**config.mk**
```make
export PLATFORM = sky130hd
export DESIGN_NAME = wm8978_i2c_responder_flat
export DESIGN_NICKNAME = d
export VERILOG_FILES = /design/src/rtl/wm8978_i2c_responder_if.sv /design/src/rtl/wm8978_i2c_responder.sv /design/src/flat_wrapper.sv
export SDC_FILE = /design/constraint.sdc
export NUM_CORES = 1
export LEC_CHECK = 0
export ABC_CLOCK_PERIOD_IN_PS = 1800
export CAP_MARGIN = 20
export CORE_MARGIN = 4
export CORE_UTILIZATION = 49
export CTS_CLUSTER_SIZE = 30
export DETAILED_ROUTE_END_ITERATION = 10
export HOLD_SLACK_MARGIN = 0.05
export PLACE_DENSITY = 0.73
export SYNTH_ARGS = -nofsm -noshare
export SYNTH_HDL_FRONTEND = slang
export SYNTH_SLANG_ARGS = --single-unit
```
**constraint.sdc**
```tcl
create_clock -name clk -period 1.8 [get_ports clk]
set_clock_uncertainty 0.15 [all_clocks]
set_input_delay 0.36 -clock clk [delete_from_list [all_inputs] [get_ports clk]]
set_output_delay 0.36 -clock clk [all_outputs]
set_load 0.03 [all_outputs]
```
**src/rtl/wm8978_i2c_responder_if.sv**
```systemverilog
// Bus-side signals of the WM8978 control-port responder: the I2C line levels in,
// the open-drain SDA pull and the decoded register-write outputs.
interface wm8978_i2c_responder_if;
    logic       scl_in;
    logic       sda_in;
    logic       sda_oe;
    logic       wr_valid;
    logic [6:0] wr_addr;
    logic [8:0] wr_data;
    logic       frame_err;
    logic       busy;

    modport slave (
        input  scl_in, sda_in,
        output sda_oe, wr_valid, wr_addr, wr_data, frame_err, busy
    );

    modport master (
        output scl_in, sda_in,
        input  sda_oe, wr_valid, wr_addr, wr_data, frame_err, busy
    );
endinterface

```
**src/rtl/wm8978_i2c_responder.sv**
```systemverilog
// Write-only I2C responder emulating the WM8978 control port: decodes
// {dev_addr, {reg[6:0], data[8]}, data[7:0]} frames into a one-cycle write strobe.
module wm8978_i2c_responder #(
    parameter logic [6:0] SLAVE_ADDR  = 7'h1a,
    parameter int         SYNC_STAGES = 2
) (
    input  logic                         clk,
    input  logic                         sys_rst,
    wm8978_i2c_responder_if.slave        bus
);
    typedef enum logic [2:0] {
        IDLE, ADDR, ACK_A, BYTE0, ACK_0, BYTE1, ACK_1, IGNORE
    } state_e;

    logic [SYNC_STAGES-1:0] scl_sync_q, sda_sync_q;
    logic                   scl_prev_q, sda_prev_q;
    logic                   scl_s, sda_s;
    logic                   scl_rise, scl_fall, start_det, stop_det, in_frame;

    state_e     state_q, state_d;
    logic [2:0] cnt_q, cnt_d;
    logic [7:0] shift_q, shift_d;
    logic [7:0] rx_byte;
    logic [6:0] addr_shadow_q, addr_shadow_d;
    logic       data8_q, data8_d;
    logic       sda_oe_q, sda_oe_d;
    logic       wr_valid_q, wr_valid_d;
    logic [6:0] wr_addr_q, wr_addr_d;
    logic [8:0] wr_data_q, wr_data_d;
    logic       frame_err_q, frame_err_d;
    logic       busy_q, busy_d;

    assign scl_s     = scl_sync_q[SYNC_STAGES-1];
    assign sda_s     = sda_sync_q[SYNC_STAGES-1];
    assign scl_rise  = scl_s & ~scl_prev_q;
    assign scl_fall  = ~scl_s & scl_prev_q;
    assign start_det = scl_s & scl_prev_q & sda_prev_q & ~sda_s;
    assign stop_det  = scl_s & scl_prev_q & ~sda_prev_q & sda_s;
    assign rx_byte   = {shift_q[6:0], sda_s};
    assign in_frame  = (state_q inside {BYTE0, BYTE1, ACK_A, ACK_0, ACK_1}) ||
                       (state_q == ADDR && cnt_q != 3'd0);

    // NOTE: synchronizers reset to the idle-high bus level so leaving reset never fakes an edge.
    always_ff @(posedge clk or posedge sys_rst) begin
        if (sys_rst) begin
            scl_sync_q    <= '1;
            sda_sync_q    <= '1;
            scl_prev_q    <= 1'b1;
            sda_prev_q    <= 1'b1;
            state_q       <= IDLE;
            cnt_q         <= '0;
            shift_q       <= '0;
            addr_shadow_q <= '0;
            data8_q       <= 1'b0;
            sda_oe_q      <= 1'b0;
            wr_valid_q    <= 1'b0;
            wr_addr_q     <= '0;
            wr_data_q     <= '0;
            frame_err_q   <= 1'b0;
            busy_q        <= 1'b0;
        end else begin
            scl_sync_q    <= {scl_sync_q[SYNC_STAGES-2:0], bus.scl_in};
            sda_sync_q    <= {sda_sync_q[SYNC_STAGES-2:0], bus.sda_in};
            scl_prev_q    <= scl_s;
            sda_prev_q    <= sda_s;
            state_q       <= state_d;
            cnt_q         <= cnt_d;
            shift_q       <= shift_d;
            addr_shadow_q <= addr_shadow_d;
            data8_q       <= data8_d;
            sda_oe_q      <= sda_oe_d;
            wr_valid_q    <= wr_valid_d;
            wr_addr_q     <= wr_addr_d;
            wr_data_q     <= wr_data_d;
            frame_err_q   <= frame_err_d;
            busy_q        <= busy_d;
        end
    end

    // NOTE: every next-state signal gets a default first so no path leaves it unassigned (no latches).
    always_comb begin
        state_d       = state_q;
        cnt_d         = cnt_q;
        shift_d       = shift_q;
        addr_shadow_d = addr_shadow_q;
        data8_d       = data8_q;
        sda_oe_d      = sda_oe_q;
        wr_valid_d    = 1'b0;
        wr_addr_d     = wr_addr_q;
        wr_data_d     = wr_data_q;
        frame_err_d   = 1'b0;
        busy_d        = busy_q;

        if (start_det || stop_det) begin
            frame_err_d = in_frame;
            sda_oe_d    = 1'b0;
            cnt_d       = '0;
            busy_d      = start_det;
            state_d     = start_det ? ADDR : IDLE;
        end else begin
            unique case (state_q)
                IDLE: ;
                ADDR, BYTE0, BYTE1: begin
                    if (scl_rise) begin
                        shift_d = rx_byte;
                        cnt_d   = cnt_q + 3'd1;
                        if (cnt_q == 3'd7) begin
                            if (state_q == ADDR) begin
                                state_d = (rx_byte[7:1] == SLAVE_ADDR && !rx_byte[0]) ? ACK_A : IGNORE;
                            end else if (state_q == BYTE0) begin
                                addr_shadow_d = rx_byte[7:1];
                                data8_d       = rx_byte[0];
                                state_d       = ACK_0;
                            end else begin
                                state_d = ACK_1;
                            end
                        end
                    end
                end
                ACK_A, ACK_0, ACK_1: begin
                    // sda_oe doubles as the ACK phase: low = waiting for the slot, high = driving it.
                    if (scl_fall) begin
                        if (!sda_oe_q) begin
                            sda_oe_d = 1'b1;
                            if (state_q == ACK_1) begin
                                wr_valid_d = 1'b1;
                                wr_addr_d  = addr_shadow_q;
                                wr_data_d  = {data8_q, shift_q};
                            end
                        end else begin
                            sda_oe_d = 1'b0;
                            state_d  = (state_q == ACK_A) ? BYTE0 :
                                       (state_q == ACK_0) ? BYTE1 : IGNORE;
                        end
                    end
                end
                IGNORE:  sda_oe_d = 1'b0;
                default: state_d  = IDLE;
            endcase
        end
    end

    assign bus.sda_oe    = sda_oe_q;
    assign bus.wr_valid  = wr_valid_q;
    assign bus.wr_addr   = wr_addr_q;
    assign bus.wr_data   = wr_data_q;
    assign bus.frame_err = frame_err_q;
    assign bus.busy      = busy_q;
endmodule

```
**src/flat_wrapper.sv**
```systemverilog
// flat-port wrapper written by rule: the top's interface ports become plain ports
module wm8978_i2c_responder_flat 
#(
    parameter logic [6:0] SLAVE_ADDR  = 7'h1a,
    parameter int         SYNC_STAGES = 2
)
  (clk, sys_rst, bus_scl_in, bus_sda_in, bus_sda_oe, bus_wr_valid, bus_wr_addr, bus_wr_data, bus_frame_err, bus_busy);
  wm8978_i2c_responder_if bus_i ();
  input  logic clk;
  input  logic sys_rst;
  input wire logic [$bits(bus_i.scl_in)-1:0] bus_scl_in;
  input wire logic [$bits(bus_i.sda_in)-1:0] bus_sda_in;
  output wire logic [$bits(bus_i.sda_oe)-1:0] bus_sda_oe;
  output wire logic [$bits(bus_i.wr_valid)-1:0] bus_wr_valid;
  output wire logic [$bits(bus_i.wr_addr)-1:0] bus_wr_addr;
  output wire logic [$bits(bus_i.wr_data)-1:0] bus_wr_data;
  output wire logic [$bits(bus_i.frame_err)-1:0] bus_frame_err;
  output wire logic [$bits(bus_i.busy)-1:0] bus_busy;
  assign bus_i.scl_in = bus_scl_in;
  assign bus_i.sda_in = bus_sda_in;
  assign bus_sda_oe = bus_i.sda_oe;
  assign bus_wr_valid = bus_i.wr_valid;
  assign bus_wr_addr = bus_i.wr_addr;
  assign bus_wr_data = bus_i.wr_data;
  assign bus_frame_err = bus_i.frame_err;
  assign bus_busy = bus_i.busy;
  wm8978_i2c_responder #(.SLAVE_ADDR(SLAVE_ADDR), .SYNC_STAGES(SYNC_STAGES)) u_core (.clk(clk), .sys_rst(sys_rst), .bus(bus_i));
endmodule
```
==> impl_metrics.xml, run 1 <==
<?xml version="1.0" encoding="UTF-8"?>
<metrics>
  <group name="drt">
    <metric name="drt_first_iter_violations" unit="">62</metric>
    <metric name="firstDrtPassIters" unit="">4</metric>
    <metric name="via_per_inst" unit="">5.438</metric>
    <metric name="routed_wire_length_per_instance" unit="µm">16.33</metric>
    <metric name="final_antenna_net_count" unit="">0</metric>
    <metric name="totalWireLength" unit="µm">3804</metric>
    <metric name="detail_route.drc_violations" unit="">0</metric>
    <metric name="routed-via-count" unit="">1267</metric>
  </group>
  <group name="critical_path">
    <metric name="cp_data_required_time" unit="ns">1.83</metric>
    <metric name="reg2reg_to" unit="">u_core.addr_shadow_q[2]$_DFFE_PP0P_</metric>
    <metric name="reg2reg_from" unit="">u_core.cnt_q[0]$_DFFE_PP0P_</metric>
    <metric name="worst_r2r_path_depth" unit="">5</metric>
    <metric name="crit_path_cell_trace" unit="">ha_2, ha_4, and4b_2, and3b_2, mux2_4</metric>
    <metric name="timing.critical_path.slowest_stage_cell" unit="">sky130_fd_sc_hd__dfrtp_1</metric>
    <metric name="crit_path_max_fanout" unit="">5</metric>
    <metric name="timing.critical_path.slowest_cell_delay" unit="ns">0.37</metric>
    <metric name="critical_path.endpoint_type" unit="">flop</metric>
    <metric name="worstPathArrival" unit="ns">1.94</metric>
    <metric name="critPathTopFamily" unit="">simple AND/OR/NAND/NOR gates</metric>
    <metric name="critical_path_class" unit="">flop to flop</metric>
    <metric name="startpoint" unit="">u_core.cnt_q[0]$_DFFE_PP0P_</metric>
    <metric name="ff2ff_setup_slack" unit="ns">-0.11</metric>
    <metric name="critPathBufInv" unit="">0</metric>
    <metric name="setup.worst_path.start_class" unit="">flop</metric>
  </group>
  <group name="clock_tree">
    <metric name="ctsLongestPathBuffers" unit="">2</metric>
    <metric name="clkLatencyLatePin" unit="ns">0.30</metric>
    <metric name="ctsHtreeMaxLevel" unit="">2</metric>
    <metric name="ctsRootBufferMaster" unit="">sky130_fd_sc_hd__clkbuf_8</metric>
    <metric name="clock_sinks" unit="">48</metric>
    <metric name="clock_tree_from_tritoncts" unit="">done</metric>
    <metric name="clk_transition_reported_paths" unit="ns">0.09</metric>
    <metric name="numCtsBuffers" unit="">5</metric>
  </group>
  <group name="global_routing">
    <metric name="first_pass_grt_wire_length" unit="µm">6472</metric>
    <metric name="global_route.overflow_total" unit="">0</metric>
    <metric name="first_global_vias" unit="">1312</metric>
    <metric name="use_met2" unit="%">23.27</metric>
    <metric name="grtUsageMet1" unit="%">22.83</metric>
    <metric name="busiest_layer_in_global_routing" unit="">met2</metric>
    <metric name="grt_max_degree" unit="">36</metric>
    <metric name="antenna_found_initial" unit="">0</metric>
    <metric name="groute.usage.overall" unit="%">16.36</metric>
    <metric name="grt.met3_usage" unit="%">5.189</metric>
  </group>
  <group name="sta">
    <metric name="max_slew.worst_pin.slew" unit="ns">0.3802</metric>
    <metric name="final.min_clock_period" unit="ns">1.909</metric>
    <metric name="timing.final.crit_share" unit="%">106.0</metric>
    <metric name="finalMaxSlewViolations" unit="">0</metric>
    <metric name="tns" unit="ns">-0.6944</metric>
    <metric name="slew_headroom" unit="%">74.29</metric>
    <metric name="layout_setup_ws" unit="ns">-0.1085</metric>
    <metric name="grt_setup_unrepaired" unit="">yes</metric>
    <metric name="hold_viol" unit="">0</metric>
    <metric name="report.final.setup_viol" unit="">10</metric>
    <metric name="timing.fmax" unit="MHz">524.0</metric>
  </group>
  <group name="power_and_ir_drop">
    <metric name="max-vdd-ir-drop" unit="mV">0.5845</metric>
    <metric name="power_dens_cells" unit="nW/µm²">747.6</metric>
    <metric name="leakage" unit="nW">1.320</metric>
  </group>
  <group name="synthesis">
    <metric name="synth_seq_cells" unit="">48</metric>
    <metric name="synth_area" unit="µm²">1999</metric>
    <metric name="post_synth_num_cell_types" unit="">31</metric>
    <metric name="asyncSetResetFlopFracSynth" unit="%">100.0</metric>
    <metric name="syn-num-nets" unit="">144</metric>
    <metric name="synthFlopType" unit="">sky130_fd_sc_hd__dfrtp_1</metric>
    <metric name="syn-instance-count" unit="">137</metric>
    <metric name="seq_area_frac_synth" unit="%">60.45</metric>
    <metric name="synth.avg_cell_area" unit="µm²">14.59</metric>
    <metric name="yosys_warnings" unit="">0</metric>
    <metric name="number_of_synthesized_flops_with_an_enable_pin" unit="">0</metric>
  </group>
  <group name="floorplan">
    <metric name="core_area" unit="µm²">3799</metric>
    <metric name="initial_utilization" unit="%">52.64</metric>
    <metric name="top_level_ports" unit="">24</metric>
    <metric name="std_cell_rows" unit="">22</metric>
    <metric name="design.die.area" unit="µm²">5167</metric>
    <metric name="fp.dieW" unit="µm">71.88</metric>
    <metric name="die_height" unit="µm">71.88</metric>
  </group>
  <group name="finish">
    <metric name="num_antenna_cells" unit="">0</metric>
    <metric name="fillCellCount" unit="">263</metric>
    <metric name="utilization" unit="%">68.84</metric>
    <metric name="layout.cells.most_common" unit="">sky130_fd_sc_hd__dfrtp_1</metric>
    <metric name="drive_gt1_share" unit="%">45.95</metric>
    <metric name="final_nets" unit="">191</metric>
    <metric name="most_frequent_cells_in_the_layout" unit="">sky130_fd_sc_hd__dfrtp_1 (40), sky130_fd_sc_hd__dlygate4sd2_1 (20), sky130_fd_sc_hd__buf_4 (19)</metric>
    <metric name="layout-area-overhead-vs-synth" unit="%">30.79</metric>
  </group>
  <group name="placement">
    <metric name="place_congestion" unit="">0.8740</metric>
    <metric name="hpwlAfterDp" unit="µm">2572</metric>
    <metric name="place_worst_setup_slack" unit="ns">-0.1897</metric>
    <metric name="buffer_ports.inserted" unit="">23</metric>
  </group>
  <group name="job">
    <metric name="max_cap_violations" unit="">0</metric>
  </group>
  <group name="status">
    <metric name="outcome" unit="">finished with violations</metric>
    <metric name="failing_checks" unit="">setup timing</metric>
  </group>
  <group name="min_path">
    <metric name="timing.hold.worst.class" unit="">input pin to asynchronous set/reset pin</metric>
  </group>
</metrics>
routing by layer:
metal | vias to the layer above | routed length (µm)
met1 | 638 | 1780
met2 | 33 | 1769
li1 | 588 | -
met4 | 0 | 85
met5 | - | 0
met3 | 8 | 168
cell type report:
| class | count | area (µm²) | area share (%) |
|---|---|---|---|
| inverters | 4 | 15.01 | 0.5742 |
| multi-input cells | 81 | 843.3 | 32.25 |
| clock inverters | 2 | 15.01 | 0.5742 |
| flip-flops and latches | 48 | 1211 | 46.32 |
| repair buffers | 44 | 387.9 | 14.83 |
| clock buffers | 6 | 82.58 | 3.158 |
| well taps | 48 | 60.06 | 2.297 |
cell families after synthesis:
kind of cell    synth area share (%)
flops                          60.45
fa+ha+maj                      1.878
mux                            20.28
buf+inv                        2.503
xor+xnor                      0.4381
simple gates                   8.386
compound gates                 6.070
Yosys cell counts (2+ instances only):
cell	number	share of area, %
sky130_fd_sc_hd__a21oi_1	3	0.75
sky130_fd_sc_hd__a22o_1	2	0.88
sky130_fd_sc_hd__and4b_1	2	1.0
sky130_fd_sc_hd__buf_2	4	1.0
sky130_fd_sc_hd__dfrtp_1	42	53
sky130_fd_sc_hd__dfstp_2	6	7.9
sky130_fd_sc_hd__ha_1	3	1.9
sky130_fd_sc_hd__inv_1	4	0.75
sky130_fd_sc_hd__mux2_2	24	14
sky130_fd_sc_hd__mux2_4	9	6.8
sky130_fd_sc_hd__nand2_1	3	0.56
sky130_fd_sc_hd__nand3_1	3	0.75
sky130_fd_sc_hd__nor2_1	9	1.7
sky130_fd_sc_hd__nor3_1	2	0.50
sky130_fd_sc_hd__nor4bb_1	2	1.0
sky130_fd_sc_hd__o21a_1	3	1.1
sky130_fd_sc_hd__o21ai_0	2	0.50
power breakdown:
group | internal, mW | leakage, nW | switching, mW | total, mW
logic | 0.0776 | 0.632 | 0.0770 | 0.155
clock network | 0.311 | 0.0434 | 0.363 | 0.674
registers | 1.11 | 0.644 | 0.0176 | 1.13
total | 1.50 | 1.32 | 0.458 | 1.96
repair_timing:
item                       4_1_cts  5_1_grt
buffers inserted                 1        2
resized for setup               36        7
pin swaps                        3        1
setup endpoints to repair       31       23
hold buffers                     0        0
gates cloned                     1        0
flip-flops by register name, summed over array words and instances, names as in the netlist:
name,cells
u_core.addr_shadow_q,7
u_core.bus.busy,1
u_core.bus.frame_err,1
u_core.bus.sda_oe,1
u_core.bus.wr_addr,7
u_core.bus.wr_data,9
u_core.bus.wr_valid,1
u_core.cnt_q,3
u_core.data8_q,1
u_core.scl_prev_q,1
u_core.scl_sync_q,2
u_core.sda_prev_q,1
u_core.sda_sync_q,2
u_core.shift_q,8
u_core.state_q,3
metrics by stage:
step	power (mW)	area (µm²)	hold slack, ns	instances
final	1.955	2615	0.1719	233
after global routing	2.051	2615	0.1881	233
after CTS	1.970	2566	0.1747	231
after detailed placement	1.291	2427	0.1975	221
after global placement	1.284	2427	0.1954	221
after floorplan	1.219	2018	0.1952	137
worst max-delay path by stage:
stage | end | slack [ns] | cells past startpoint
final | u_core.addr_shadow_q[2]$_DFFE_PP0P_ | -0.11 | 5
after global routing | u_core.addr_shadow_q[4]$_DFFE_PP0P_ | -0.20 | 5
after CTS | u_core.addr_shadow_q[2]$_DFFE_PP0P_ | -0.06 | 5
after detailed placement | u_core.addr_shadow_q[0]$_DFFE_PP0P_ | -0.19 | 5
after global placement | u_core.addr_shadow_q[4]$_DFFE_PP0P_ | -0.13 | 5
after floorplan | u_core.bus.sda_oe$_DFFE_PP0P_ | -0.007 | 6
Note: power is estimated with default switching activity, not from simulation.
==> inputs of run 2 (changes only) <==
- MAX_ROUTING_LAYER: not set -> met4
- SKIP_CTS_REPAIR_TIMING: not set -> 1
==> impl_metrics.xml, run 2 (synthesized netlist as in run 1, its figures left out) <==
<?xml version="1.0" encoding="UTF-8"?>
<metrics>
  <group name="drt">
    <metric name="firstDrtPassIters" unit="">4</metric>
    <metric name="via_per_inst" unit="">5.489</metric>
    <metric name="totalWireLength" unit="µm">3706</metric>
    <metric name="detail_route.drc_violations" unit="">0</metric>
    <metric name="drt_first_iter_violations" unit="">45</metric>
    <metric name="routed_wire_length_per_instance" unit="µm">16.04</metric>
    <metric name="final_antenna_net_count" unit="">0</metric>
    <metric name="routed-via-count" unit="">1268</metric>
  </group>
  <group name="finish">
    <metric name="final_nets" unit="">189</metric>
    <metric name="layout-area-overhead-vs-synth" unit="%">31.41</metric>
    <metric name="num_antenna_cells" unit="">0</metric>
    <metric name="utilization" unit="%">69.17</metric>
    <metric name="drive_gt1_share" unit="%">43.72</metric>
    <metric name="layout.cells.most_common" unit="">sky130_fd_sc_hd__dfrtp_1</metric>
    <metric name="largest_register_ffs" unit="">9</metric>
    <metric name="fillCellCount" unit="">259</metric>
    <metric name="most_frequent_cells_in_the_layout" unit="">sky130_fd_sc_hd__dfrtp_1 (41), sky130_fd_sc_hd__mux2_2 (20), sky130_fd_sc_hd__dlymetal6s2s_1 (20)</metric>
    <metric name="layoutNonFillerInstCount" unit="">231</metric>
  </group>
  <group name="sta">
    <metric name="slew_headroom" unit="%">71.70</metric>
    <metric name="timing.fmax" unit="MHz">533.5</metric>
    <metric name="finalMaxSlewViolations" unit="">0</metric>
    <metric name="final.min_clock_period" unit="ns">1.874</metric>
    <metric name="holdWs" unit="ns">0.1712</metric>
    <metric name="report.final.setup_viol" unit="">17</metric>
    <metric name="layout_setup_ws" unit="ns">-0.07425</metric>
    <metric name="hold_viol" unit="">0</metric>
    <metric name="grt_setup_unrepaired" unit="">yes</metric>
    <metric name="max_slew.worst_pin.slew" unit="ns">0.4188</metric>
    <metric name="timing.final.crit_share" unit="%">104.1</metric>
  </group>
  <group name="floorplan">
    <metric name="top_level_ports" unit="">24</metric>
    <metric name="core_area" unit="µm²">3799</metric>
    <metric name="design.die.area" unit="µm²">5167</metric>
    <metric name="std_cell_rows" unit="">22</metric>
    <metric name="initial_utilization" unit="%">52.64</metric>
    <metric name="die_height" unit="µm">71.88</metric>
    <metric name="fp.dieW" unit="µm">71.88</metric>
  </group>
  <group name="power_and_ir_drop">
    <metric name="leakage" unit="nW">1.568</metric>
    <metric name="comb_power_share" unit="%">7.3</metric>
    <metric name="clock_power_share" unit="%">34.8</metric>
    <metric name="p_sw_share" unit="%">23.38</metric>
    <metric name="p_seq_share" unit="%">58.0</metric>
    <metric name="total_switching_power" unit="µW">454.4</metric>
    <metric name="power_dens_cells" unit="nW/µm²">739.7</metric>
    <metric name="cell_internal_pwr" unit="mW">1.489</metric>
    <metric name="max-vdd-ir-drop" unit="mV">0.5798</metric>
  </group>
  <group name="placement">
    <metric name="hpwlAfterDp" unit="µm">2572</metric>
    <metric name="place_congestion" unit="">0.8884</metric>
    <metric name="buffer_ports.inserted" unit="">23</metric>
    <metric name="numPlacedInstances" unit="">221</metric>
  </group>
  <group name="critical_path">
    <metric name="critPathBufInv" unit="">1</metric>
    <metric name="timing.critical_path.slowest_cell_delay" unit="ns">0.36</metric>
    <metric name="critPathTopFamily" unit="">compound AO/OA/AOI/OAI gates</metric>
    <metric name="cp_data_required_time" unit="ns">1.84</metric>
    <metric name="crit_path_max_fanout" unit="">5</metric>
    <metric name="critical_path_class" unit="">flop to flop</metric>
    <metric name="critical_path.endpoint_type" unit="">flop</metric>
    <metric name="worstPathArrival" unit="ns">1.91</metric>
    <metric name="timing.critical_path.slowest_stage_cell" unit="">sky130_fd_sc_hd__dfrtp_1</metric>
    <metric name="crit_path_cell_trace" unit="">ha_2, ha_1, and4b_2, nor3_4, buf_4, a211o_1, a32o_1</metric>
    <metric name="ff2ff_setup_slack" unit="ns">-0.07</metric>
    <metric name="setup.worst_path.start_class" unit="">flop</metric>
  </group>
  <group name="clock_tree">
    <metric name="clock_sinks" unit="">48</metric>
    <metric name="clkLatencyLatePin" unit="ns">0.31</metric>
    <metric name="ctsLongestPathBuffers" unit="">2</metric>
    <metric name="ctsRootBufferMaster" unit="">sky130_fd_sc_hd__clkbuf_8</metric>
    <metric name="clk_transition_reported_paths" unit="ns">0.09</metric>
    <metric name="numCtsBuffers" unit="">5</metric>
    <metric name="clock_tree_from_tritoncts" unit="">done</metric>
    <metric name="ctsHtreeMaxLevel" unit="">2</metric>
  </group>
  <group name="global_routing">
    <metric name="grt_max_degree" unit="">36</metric>
    <metric name="antenna_found_initial" unit="">0</metric>
    <metric name="first_global_vias" unit="">1299</metric>
    <metric name="global_route.overflow_total" unit="">0</metric>
    <metric name="groute.usage.overall" unit="%">15.93</metric>
    <metric name="first_pass_grt_wire_length" unit="µm">6154</metric>
  </group>
  <group name="status">
    <metric name="failing_checks" unit="">setup timing</metric>
    <metric name="outcome" unit="">finished with violations</metric>
  </group>
  <group name="min_path">
    <metric name="timing.hold.worst.class" unit="">input pin to asynchronous set/reset pin</metric>
  </group>
  <group name="job">
    <metric name="max_cap_violations" unit="">0</metric>
  </group>
</metrics>
## run 2: metrics by stage
| step | area (µm²) | setup slack, ns | power, mW | setup TNS (ns) |
|---|---|---|---|---|
| 6_report | 2628 | -0.07425 | 1.944 | -0.4971 |
| 5_1_grt | 2628 | -0.1921 | 2.033 | -2.316 |
| 4_1_cts | 2525 | -0.2083 | 1.964 | -2.993 |
| 3_5_place_dp | 2427 | -0.1897 | 1.291 | -1.578 |
| 3_3_place_gp | 2427 | -0.1348 | 1.284 | -1.116 |
| 2_1_floorplan | 2018 | -0.006506 | 1.219 | -0.006506 |
## run 2: routing by layer
metal	vias to the layer above	part of all wire [%]	global-route usage, %
met4	0	2.9	7.098
met1	635	47	20.83
li1	589	-	-
met3	13	3.9	4.628
met2	31	47	22.96
met5	-	0	-
## run 2: path summary, 6_finish.rpt
kind	from	end	cells after the start
max	u_core.cnt_q[1]$_DFFE_PP0P_	u_core.state_q[0]$_DFFE_PP0P_	7
min	sys_rst	u_core.bus.busy$_DFFE_PP0N_	2
max reg2reg	u_core.cnt_q[1]$_DFFE_PP0P_	u_core.state_q[0]$_DFFE_PP0P_	7
min reg2reg	u_core.sda_sync_q[0]$_DFF_PP1_	u_core.sda_sync_q[1]$_DFF_PP1_	0
max in group asynchronous	sys_rst	u_core.state_q[1]$_DFFE_PP0P_	3
min in group clk	u_core.sda_sync_q[0]$_DFF_PP1_	u_core.sda_sync_q[1]$_DFF_PP1_	0
## run 2: power groups by stage
stage          clock (mW)  sequential (mW)  combinational [mW]
2_1_floorplan           0             1.15              0.0671
3_3_place_gp            0             1.15               0.138
3_5_place_dp            0             1.15               0.143
4_1_cts             0.693             1.13               0.144
5_1_grt             0.739             1.13               0.161
6_report            0.676             1.13               0.141
## run 2: area by class of cell
cell class | instances | area (µm²) | area share [%]
clock buffers | 6 | 82.58 | 3.143
clock inverters | 2 | 15.01 | 0.5714
inverters | 4 | 15.01 | 0.5714
multi-input cells | 81 | 797.0 | 30.33
flip-flops and latches | 48 | 1210 | 46.05
well taps | 48 | 60.06 | 2.286
repair buffers | 42 | 447.9 | 17.05
==> inputs of run 3 (changes only) <==
- ABC_CLOCK_PERIOD_IN_PS: 1800 -> 2400
- CORE_UTILIZATION: 49 -> 58
- PLACE_DENSITY: 0.73 -> 0.81
- clock period: 1.8 -> 2.4 ns (I/O delays scaled with it)
==> impl_metrics.xml, run 3 (synthesized netlist as in run 1, its figures left out) <==
<?xml version="1.0" encoding="UTF-8"?>
<metrics>
  <group name="status">
    <metric name="outcome" unit="">complete, no violations</metric>
  </group>
  <group name="global_routing">
    <metric name="groute.usage.overall" unit="%">19.90</metric>
    <metric name="antenna_found_initial" unit="">0</metric>
    <metric name="first_pass_grt_wire_length" unit="µm">6285</metric>
    <metric name="grt_max_degree" unit="">24</metric>
    <metric name="first_global_vias" unit="">1268</metric>
    <metric name="global_route.overflow_total" unit="">0</metric>
  </group>
  <group name="critical_path">
    <metric name="ff2ff_setup_slack" unit="ns">0.37</metric>
    <metric name="reg2reg_from" unit="">u_core.cnt_q[0]$_DFFE_PP0P_</metric>
    <metric name="worstPathArrival" unit="ns">1.54</metric>
    <metric name="critical_path.endpoint_type" unit="">output port</metric>
    <metric name="crit_path_cell_trace" unit="">clkdlybuf4s50_1</metric>
    <metric name="critPathBufInv" unit="">1</metric>
    <metric name="setup.worst_path.start_class" unit="">flop</metric>
    <metric name="critical_path_class" unit="">flop to output port</metric>
    <metric name="timing.critical_path.slowest_cell_delay" unit="ns">0.71</metric>
    <metric name="cp_data_required_time" unit="ns">1.77</metric>
    <metric name="critPathTopFamily" unit="">buffers and inverters</metric>
    <metric name="timing.critical_path.slowest_stage_cell" unit="">sky130_fd_sc_hd__clkdlybuf4s50_1</metric>
    <metric name="crit_path_max_fanout" unit="">5</metric>
    <metric name="worst_r2r_path_depth" unit="">6</metric>
    <metric name="reg2reg_to" unit="">u_core.bus.sda_oe$_DFFE_PP0P_</metric>
  </group>
  <group name="floorplan">
    <metric name="initial_utilization" unit="%">59.92</metric>
    <metric name="fp.dieW" unit="µm">66.72</metric>
    <metric name="core_area" unit="µm²">3337</metric>
    <metric name="top_level_ports" unit="">24</metric>
    <metric name="design.die.area" unit="µm²">4451</metric>
    <metric name="die_height" unit="µm">66.72</metric>
    <metric name="std_cell_rows" unit="">21</metric>
  </group>
  <group name="clock_tree">
    <metric name="numCtsBuffers" unit="">5</metric>
    <metric name="clock_tree_from_tritoncts" unit="">done</metric>
    <metric name="ctsRootBufferMaster" unit="">sky130_fd_sc_hd__clkbuf_4</metric>
    <metric name="clk_transition_reported_paths" unit="ns">0.13</metric>
    <metric name="ctsHtreeMaxLevel" unit="">2</metric>
    <metric name="clock_sinks" unit="">48</metric>
    <metric name="clkLatencyLatePin" unit="ns">0.36</metric>
    <metric name="ctsLongestPathBuffers" unit="">2</metric>
  </group>
  <group name="finish">
    <metric name="layout-area-overhead-vs-synth" unit="%">16.90</metric>
    <metric name="largest_register_ffs" unit="">9</metric>
    <metric name="num_antenna_cells" unit="">0</metric>
    <metric name="most_frequent_cells_in_the_layout" unit="">sky130_fd_sc_hd__dfrtp_1 (42), sky130_fd_sc_hd__mux2_2 (24), sky130_fd_sc_hd__clkdlybuf4s50_1 (23)</metric>
    <metric name="layout.cells.most_common" unit="">sky130_fd_sc_hd__dfrtp_1</metric>
    <metric name="final_nets" unit="">172</metric>
    <metric name="drive_gt1_share" unit="%">31.93</metric>
    <metric name="layoutNonFillerInstCount" unit="">212</metric>
  </group>
  <group name="placement">
    <metric name="hpwlAfterDp" unit="µm">2620</metric>
    <metric name="buffer_ports.inserted" unit="">23</metric>
    <metric name="place_congestion" unit="">0.8065</metric>
    <metric name="numPlacedInstances" unit="">204</metric>
  </group>
  <group name="sta">
    <metric name="hold_viol" unit="">0</metric>
    <metric name="tns" unit="ns">0</metric>
    <metric name="timing.fmax" unit="MHz">461.4</metric>
    <metric name="timing.final.crit_share" unit="%">90.31</metric>
    <metric name="finalMaxSlewViolations" unit="">0</metric>
    <metric name="max_slew.worst_pin.slew" unit="ns">0.5104</metric>
    <metric name="report.final.setup_viol" unit="">0</metric>
    <metric name="grt_setup_unrepaired" unit="">no</metric>
    <metric name="slew_headroom" unit="%">65.95</metric>
    <metric name="final.min_clock_period" unit="ns">2.168</metric>
  </group>
  <group name="min_path">
    <metric name="worst_hold_path.num_cells" unit="">0</metric>
    <metric name="timing.hold.worst.class" unit="">flop to flop</metric>
    <metric name="hold_end" unit="">u_core.scl_sync_q[1]$_DFF_PP1_</metric>
    <metric name="timing.hold.worst.start" unit="">u_core.scl_sync_q[0]$_DFF_PP1_</metric>
  </group>
  <group name="job">
    <metric name="max_cap_violations" unit="">0</metric>
  </group>
  <group name="drt">
    <metric name="final_antenna_net_count" unit="">0</metric>
    <metric name="totalWireLength" unit="µm">3619</metric>
    <metric name="routed_wire_length_per_instance" unit="µm">17.07</metric>
    <metric name="via_per_inst" unit="">5.722</metric>
    <metric name="firstDrtPassIters" unit="">4</metric>
    <metric name="routed-via-count" unit="">1213</metric>
    <metric name="detail_route.drc_violations" unit="">0</metric>
    <metric name="drt_first_iter_violations" unit="">58</metric>
  </group>
  <group name="power_and_ir_drop">
    <metric name="leakage" unit="nW">1.075</metric>
    <metric name="power_dens_cells" unit="nW/µm²">563.0</metric>
    <metric name="max-vdd-ir-drop" unit="mV">0.3337</metric>
  </group>
</metrics>
[run 3: changes by cell type in the layout (fill, tap and decap cells not counted), sizes merged]
cell and delta:
dlymetal6s2s -20, clkdlybuf4s50 +20, buf -16, and3b -1
clkbuf +1, clkinvlp -1
[run 3: layout make-up]
| class | instances | area [µm²] |
|---|---|---|
| Clock buffer | 7 | 55.05 |
| Clock inverter | 1 | 7.507 |
| Fill cell | 264 | 999.7 |
| Inverter | 4 | 15.01 |
| Multi-Input combinational cell | 80 | 740.7 |
| Sequential cell | 48 | 1209 |
| Tap cell | 46 | 57.56 |
| Timing Repair Buffer | 26 | 252.7 |
[run 3: how the worst max path moves through the flow]
stage / start / endpoint / slack (ns) / cells past startpoint
after floorplan: u_core.cnt_q[0]$_DFFE_PP0P_ / u_core.bus.sda_oe$_DFFE_PP0P_ / 0.57 / 6
after global placement: u_core.cnt_q[0]$_DFFE_PP0P_ / u_core.addr_shadow_q[5]$_DFFE_PP0P_ / 0.46 / 5
after detailed placement: u_core.cnt_q[0]$_DFFE_PP0P_ / u_core.data8_q$_DFFE_PP0P_ / 0.39 / 5
after CTS: u_core.bus.sda_oe$_DFFE_PP0P_ / bus_sda_oe / 0.22 / 1
after global routing: u_core.bus.sda_oe$_DFFE_PP0P_ / bus_sda_oe / 0.18 / 1
final: u_core.bus.sda_oe$_DFFE_PP0P_ / bus_sda_oe / 0.23 / 1
[run 3: metal layers]
layer	track usage [%]	vias up	share of wire [%]
met5	-	-	0
met4	8.376	0	2.2
met3	4.384	13	4.5
met2	30.20	46	50
met1	25.98	613	44
li1	-	541	-
[run 3: power by group]
group / internal (mW) / switching (mW)
logic: 0.0302 / 0.0362
registers: 0.832 / 0.0275
clock network: 0.144 / 0.246
[run 3: metrics by stage]
stage / util, % / hold WS (ns) / total power [mW] / setup slack [ns] / instance area (µm²)
after CTS: 70.04 / 0.2155 / 1.325 / 0.2204 / 2337
after global placement: 68.17 / 0.1961 / 0.9347 / 0.4605 / 2275
after floorplan: - / 0.1952 / 0.9130 / 0.5690 / 1999
after detailed placement: 68.17 / 0.1973 / 0.9421 / 0.3920 / 2275
final: 70.04 / 0.2148 / 1.316 / 0.2325 / 2337
after global routing: 70.04 / 0.2175 / 1.377 / 0.1756 / 2337
==> RTL change 1: new RTL, config.mk and constraints of run 2 <==
`shift_q`, `addr_shadow_q`, `wr_addr_q` and `wr_data_q` no longer have a reset.
--- a/src/rtl/wm8978_i2c_responder.sv
+++ b/src/rtl/wm8978_i2c_responder.sv
@@ -49,13 +49,9 @@
             sda_prev_q    <= 1'b1;
             state_q       <= IDLE;
             cnt_q         <= '0;
-            shift_q       <= '0;
-            addr_shadow_q <= '0;
             data8_q       <= 1'b0;
             sda_oe_q      <= 1'b0;
             wr_valid_q    <= 1'b0;
-            wr_addr_q     <= '0;
-            wr_data_q     <= '0;
             frame_err_q   <= 1'b0;
             busy_q        <= 1'b0;
         end else begin
@@ -65,16 +61,19 @@
             sda_prev_q    <= sda_s;
             state_q       <= state_d;
             cnt_q         <= cnt_d;
-            shift_q       <= shift_d;
-            addr_shadow_q <= addr_shadow_d;
             data8_q       <= data8_d;
             sda_oe_q      <= sda_oe_d;
             wr_valid_q    <= wr_valid_d;
-            wr_addr_q     <= wr_addr_d;
-            wr_data_q     <= wr_data_d;
             frame_err_q   <= frame_err_d;
             busy_q        <= busy_d;
         end
+    end
+
+    always_ff @(posedge clk) begin
+        shift_q       <= shift_d;
+        addr_shadow_q <= addr_shadow_d;
+        wr_addr_q     <= wr_addr_d;
+        wr_data_q     <= wr_data_d;
     end
 
     // NOTE: every next-state signal gets a default first so no path leaves it unassigned (no latches).
Formal check against the unedited RTL: no difference found for any inputs over 10 cycles, from zero or initial values and one cycle with sys_rst high; that may be too few to reach the edited logic, so the function may still have changed.
==> RTL change 1 against run 2 <==
- total power decreased by 0.95%
- routed wire length fell by 27%
- largest cell class unchanged
- area after synthesis decreased by 12%
- setup slack improved by 160 ps
- critical path type unchanged
- via count down 23%
- critical endpoint is now u_core.bus.wr_data[6]
- sequential cell count is the same
- cell area decreased by 13%
- largest power group unchanged
==> RTL change 1: results (changes against run 2) <==
vias in the first global route -> 941 (-28%)
GR Util met3 -> 4.926% (+0.30 points)
Clock transition at path regs -> 120 ps (+30 ps)
placed cells -> 182 (-18%)
Max rail drop VDD -> 0.4992 mV (-14%)
status -> complete, no violations
hold slack final -> 214.9 ps (+43.69 ps)
Place WS -> 60.87 ps (+250.6 ps)
hold path endpoint -> u_core.sda_sync_q[1]
routed len/inst -> 14.08 um (-12%)
synth warn -> 0 (unchanged)
Lkg Pwr -> 1.034 nW (-34%)
Async SR Flop Fraction -> 35.42% (-65 points)
Yosys cell types -> 34 (+9.7%)
Root Driver -> clkbuf_4
Slew HR -> 72.82% (+1.1 points)
antenna cells -> 0 (unchanged)
hold path depth -> 0
reg2reg end -> u_core.bus.wr_data[6]
Net Count, Synth -> 113 (-22%)
max frequency -> 581.9 MHz (+9.1%)
dpl hpwl -> 1.874 mm (-27%)
Seq/Total Area, Yosys -> 77.52% (+17 points)
CP max stage delay -> 550 ps (+190 ps)
CP top delay family -> simple AND/OR/NAND/NOR gates
dpl cell area -> 2132 um2 (-12%)
Critical Path Fanout Max -> 16 (+11)
routability cong. -> 0.8074 (-9.1%)
Tot GR Track Use -> 13.84% (-2.1 points)
Fill cells -> 230 (-11%)
Vias -> 971 (-23%)
Register-to-Register Setup Slack -> 80 ps (+160 ps)
met2 GRT Util -> 21.30% (-1.7 points)
first-pass GRT wire length -> 4.395 mm (-29%)
cells on worst reg2reg path -> 3 (-4)
Avg Cell Area, Syn -> 16.60 um2 (+14%)
nets -> 153 (-19%)
Critical R2R Launch -> u_core.scl_prev_q
top cells by area, synth -> edfxtp_1, dfrtp_1, dfstp_2, ha_1, a21oi_1
Buffers on Ports -> 23 (unchanged)
final wirelength -> 2.717 mm (-27%)
largest net degree at the start of global routing -> 17 (-53%)
1st-iter DRT viols -> 21 (-53%)
worst skew pair latency -> 360 ps (+50 ps)
CP arrival -> 1650 ps (-260 ps)
slowest CP cell -> dfstp_2
HP Class -> register to register
Post-synth EDFFs -> 31 (+31)
share of layout cells above drive strength 1 -> 24.49% (-19 points)
commonest cells in the netlist -> edfxtp_1, dfrtp_1, dfstp_2
met1 Use GR -> 16.15% (-4.7 points)
-- RTL change 1: cell type report --
class | instances | area (um2) | area share, %
flip-flops and latches | 48 | 1364 | 59.53
multi-input cells | 52 | 409.1 | 17.86
repair buffers | 35 | 389.1 | 16.99
well taps | 46 | 57.56 | 2.512
clock buffers | 5 | 37.54 | 1.638
clock inverters | 3 | 18.77 | 0.8192
inverters | 4 | 15.01 | 0.6554
-- RTL change 1: power by group --
part           internal (mW)  leakage, nW  switching [mW]
clock                  0.147       0.0249           0.321
combinational          0.102        0.519          0.0948
sequential              1.22        0.490          0.0392
total                   1.47         1.03           0.455
-- RTL change 1: kinds of logic after synthesis --
group	after synthesis	share of synthesized area (%)
flops	48	77.52
simple gates	32	12.02
compound gates	14	4.979
buf+inv	6	1.564
fa+ha+maj	3	2.134
mux	2	1.280
xor+xnor	1	0.4980
-- RTL change 1: routing by layer --
metal	share of wire [%]	routed length, um
met2	51	1385
met3	5.8	157
met4	1.9	51
met1	41	1123
met5	0	0
==> RTL change 2: new RTL, flow settings as in run 2 <==
Without the edit above. `SYNC_STAGES` is set to 2 in 2 places; all go to 4.
--- a/src/rtl/wm8978_i2c_responder.sv
+++ b/src/rtl/wm8978_i2c_responder.sv
@@ -2,7 +2,7 @@
 // {dev_addr, {reg[6:0], data[8]}, data[7:0]} frames into a one-cycle write strobe.
 module wm8978_i2c_responder #(
     parameter logic [6:0] SLAVE_ADDR  = 7'h1a,
-    parameter int         SYNC_STAGES = 2
+    parameter int         SYNC_STAGES = 4
 ) (
     input  logic                         clk,
     input  logic                         sys_rst,
--- a/src/flat_wrapper.sv
+++ b/src/flat_wrapper.sv
@@ -2,7 +2,7 @@
 module wm8978_i2c_responder_flat 
 #(
     parameter logic [6:0] SLAVE_ADDR  = 7'h1a,
-    parameter int         SYNC_STAGES = 2
+    parameter int         SYNC_STAGES = 4
 )
   (clk, sys_rst, bus_scl_in, bus_sda_in, bus_sda_oe, bus_wr_valid, bus_wr_addr, bus_wr_data, bus_frame_err, bus_busy);
   wm8978_i2c_responder_if bus_i ();
Function: changed (Yosys sat finds a counterexample within 4 cycles, from zero or initial values and one cycle with sys_rst high).
==> RTL change 2 against run 2 <==
- setup slack better by 100 ps
- count of clock-buffer cells in the layout fell by 1
- sequential cell count rose by 4
- total power increased by 25%
- routed wire length rose by 5.5%
- area after synthesis grew 6.1%
- cell count is the same
- cell area up 2.6%
- critical path type unchanged
- largest cell class unchanged
- largest power group unchanged
- highest routed layer unchanged
==> RTL change 2: results (changes against run 2) <==
HP Class -> register to register
Core ar. -> 4086 um2 (+7.6%)
comb_multi_in -> 80 (-1.2%)
slowest CP cell -> dfstp_2
worst slew pin tran -> 352.4 ps (-66.42 ps)
first-pass GRT wire length -> 6.292 mm (+2.2%)
Vias -> 1256 (-0.95%)
met1 Use GR -> 22.34% (+1.5 points)
mux contribution to synthesized area -> 18.58% (-1.7 points)
CP max stage delay -> 540 ps (+180 ps)
Place WS -> 45.17 ps (+234.9 ps)
num sequential -> 52 (+8.3%)
share of layout cells above drive strength 1 -> 39.23% (-4.5 points)
routed len/inst -> 16.92 um (+5.5%)
met2 GRT Util -> 22.44% (-0.52 points)
multi-input combinational area share -> 29.00% (-1.3 points)
largest net degree at the start of global routing -> 53 (+47%)
status -> complete, no violations
adder-cell share of the synthesized area -> 1.770% (-0.11 points)
GR Util met3 -> 3.010% (-1.6 points)
Multi-input gate area -> 782.0 um2 (-1.9%)
nets -> 187 (-1.1%)
Post-Route M1 WL -> 1.780 mm (+3.1%)
XOR/XNOR Fraction of Synth Area -> 0.4130% (-0.025 points)
CP top delay family -> flip-flops
Signal buffers -> 34 (-19%)
Critical Path Fanout Max -> 8 (+3)
main combinational cell family by area after synthesis -> multiplexers
CP arrival -> 1810 ps (-100 ps)
commonest cells in the netlist -> dfrtp_1, mux2_2, dfstp_2
Lkg Pwr -> 1.609 nW (+2.6%)
1st-iter DRT viols -> 117 (+160%)
clk cell area share -> 4.130% (+0.42 points)
placed cells -> 222 (+0.45%)
top cells by area, synth -> dfrtp_1, dfstp_2, mux2_2, mux2_4, ha_1
Avg Cell Area, Syn -> 14.73 um2 (+0.91%)
Seq/Total Area, Yosys -> 61.95% (+1.5 points)
Clock buffer cells -> 5 (-1)
routability cong. -> 0.8504 (-4.3%)
inverters -> 7 (+3)
complex-gate fraction of the synthesized area -> 4.956% (-1.1 points)
area occupied by registers -> 1314 um2 (+8.6%)
Max rail drop VDD -> 0.5809 mV (+0.18%)
dpl cell area -> 2492 um2 (+2.7%)
## RTL change 2: cell types whose count changed after synthesis, sizes merged, moves of 3 or more
cell    before  now
nor2         9    3
o21ai        2    5
inv          4    7
a211oi       0    3
nand3        3    6
dfstp        6   10
nand2        4    8
## RTL change 2: path summary, 6_finish.rpt
kind | cells past startpoint | from | endpoint | slack [ps]
min in group asynchronous | 3 | sys_rst | u_core.addr_shadow_q[0] | 260
max in group asynchronous | 3 | sys_rst | u_core.scl_sync_q[2] | 970
min reg2reg | 0 | u_core.scl_sync_q[2] | u_core.scl_sync_q[3] | 210
max reg2reg | 5 | u_core.scl_sync_q[3] | u_core.addr_shadow_q[2] | 30
max | 5 | u_core.scl_sync_q[3] | u_core.addr_shadow_q[2] | 30
min | 0 | u_core.scl_sync_q[2] | u_core.scl_sync_q[3] | 210
## RTL change 2: where the power goes
part	internal [mW]	switching, mW	total [mW]
clock network	0.411	0.373	0.785
registers	1.27	0.113	1.39
logic	0.138	0.119	0.257
total	1.82	0.605	2.43
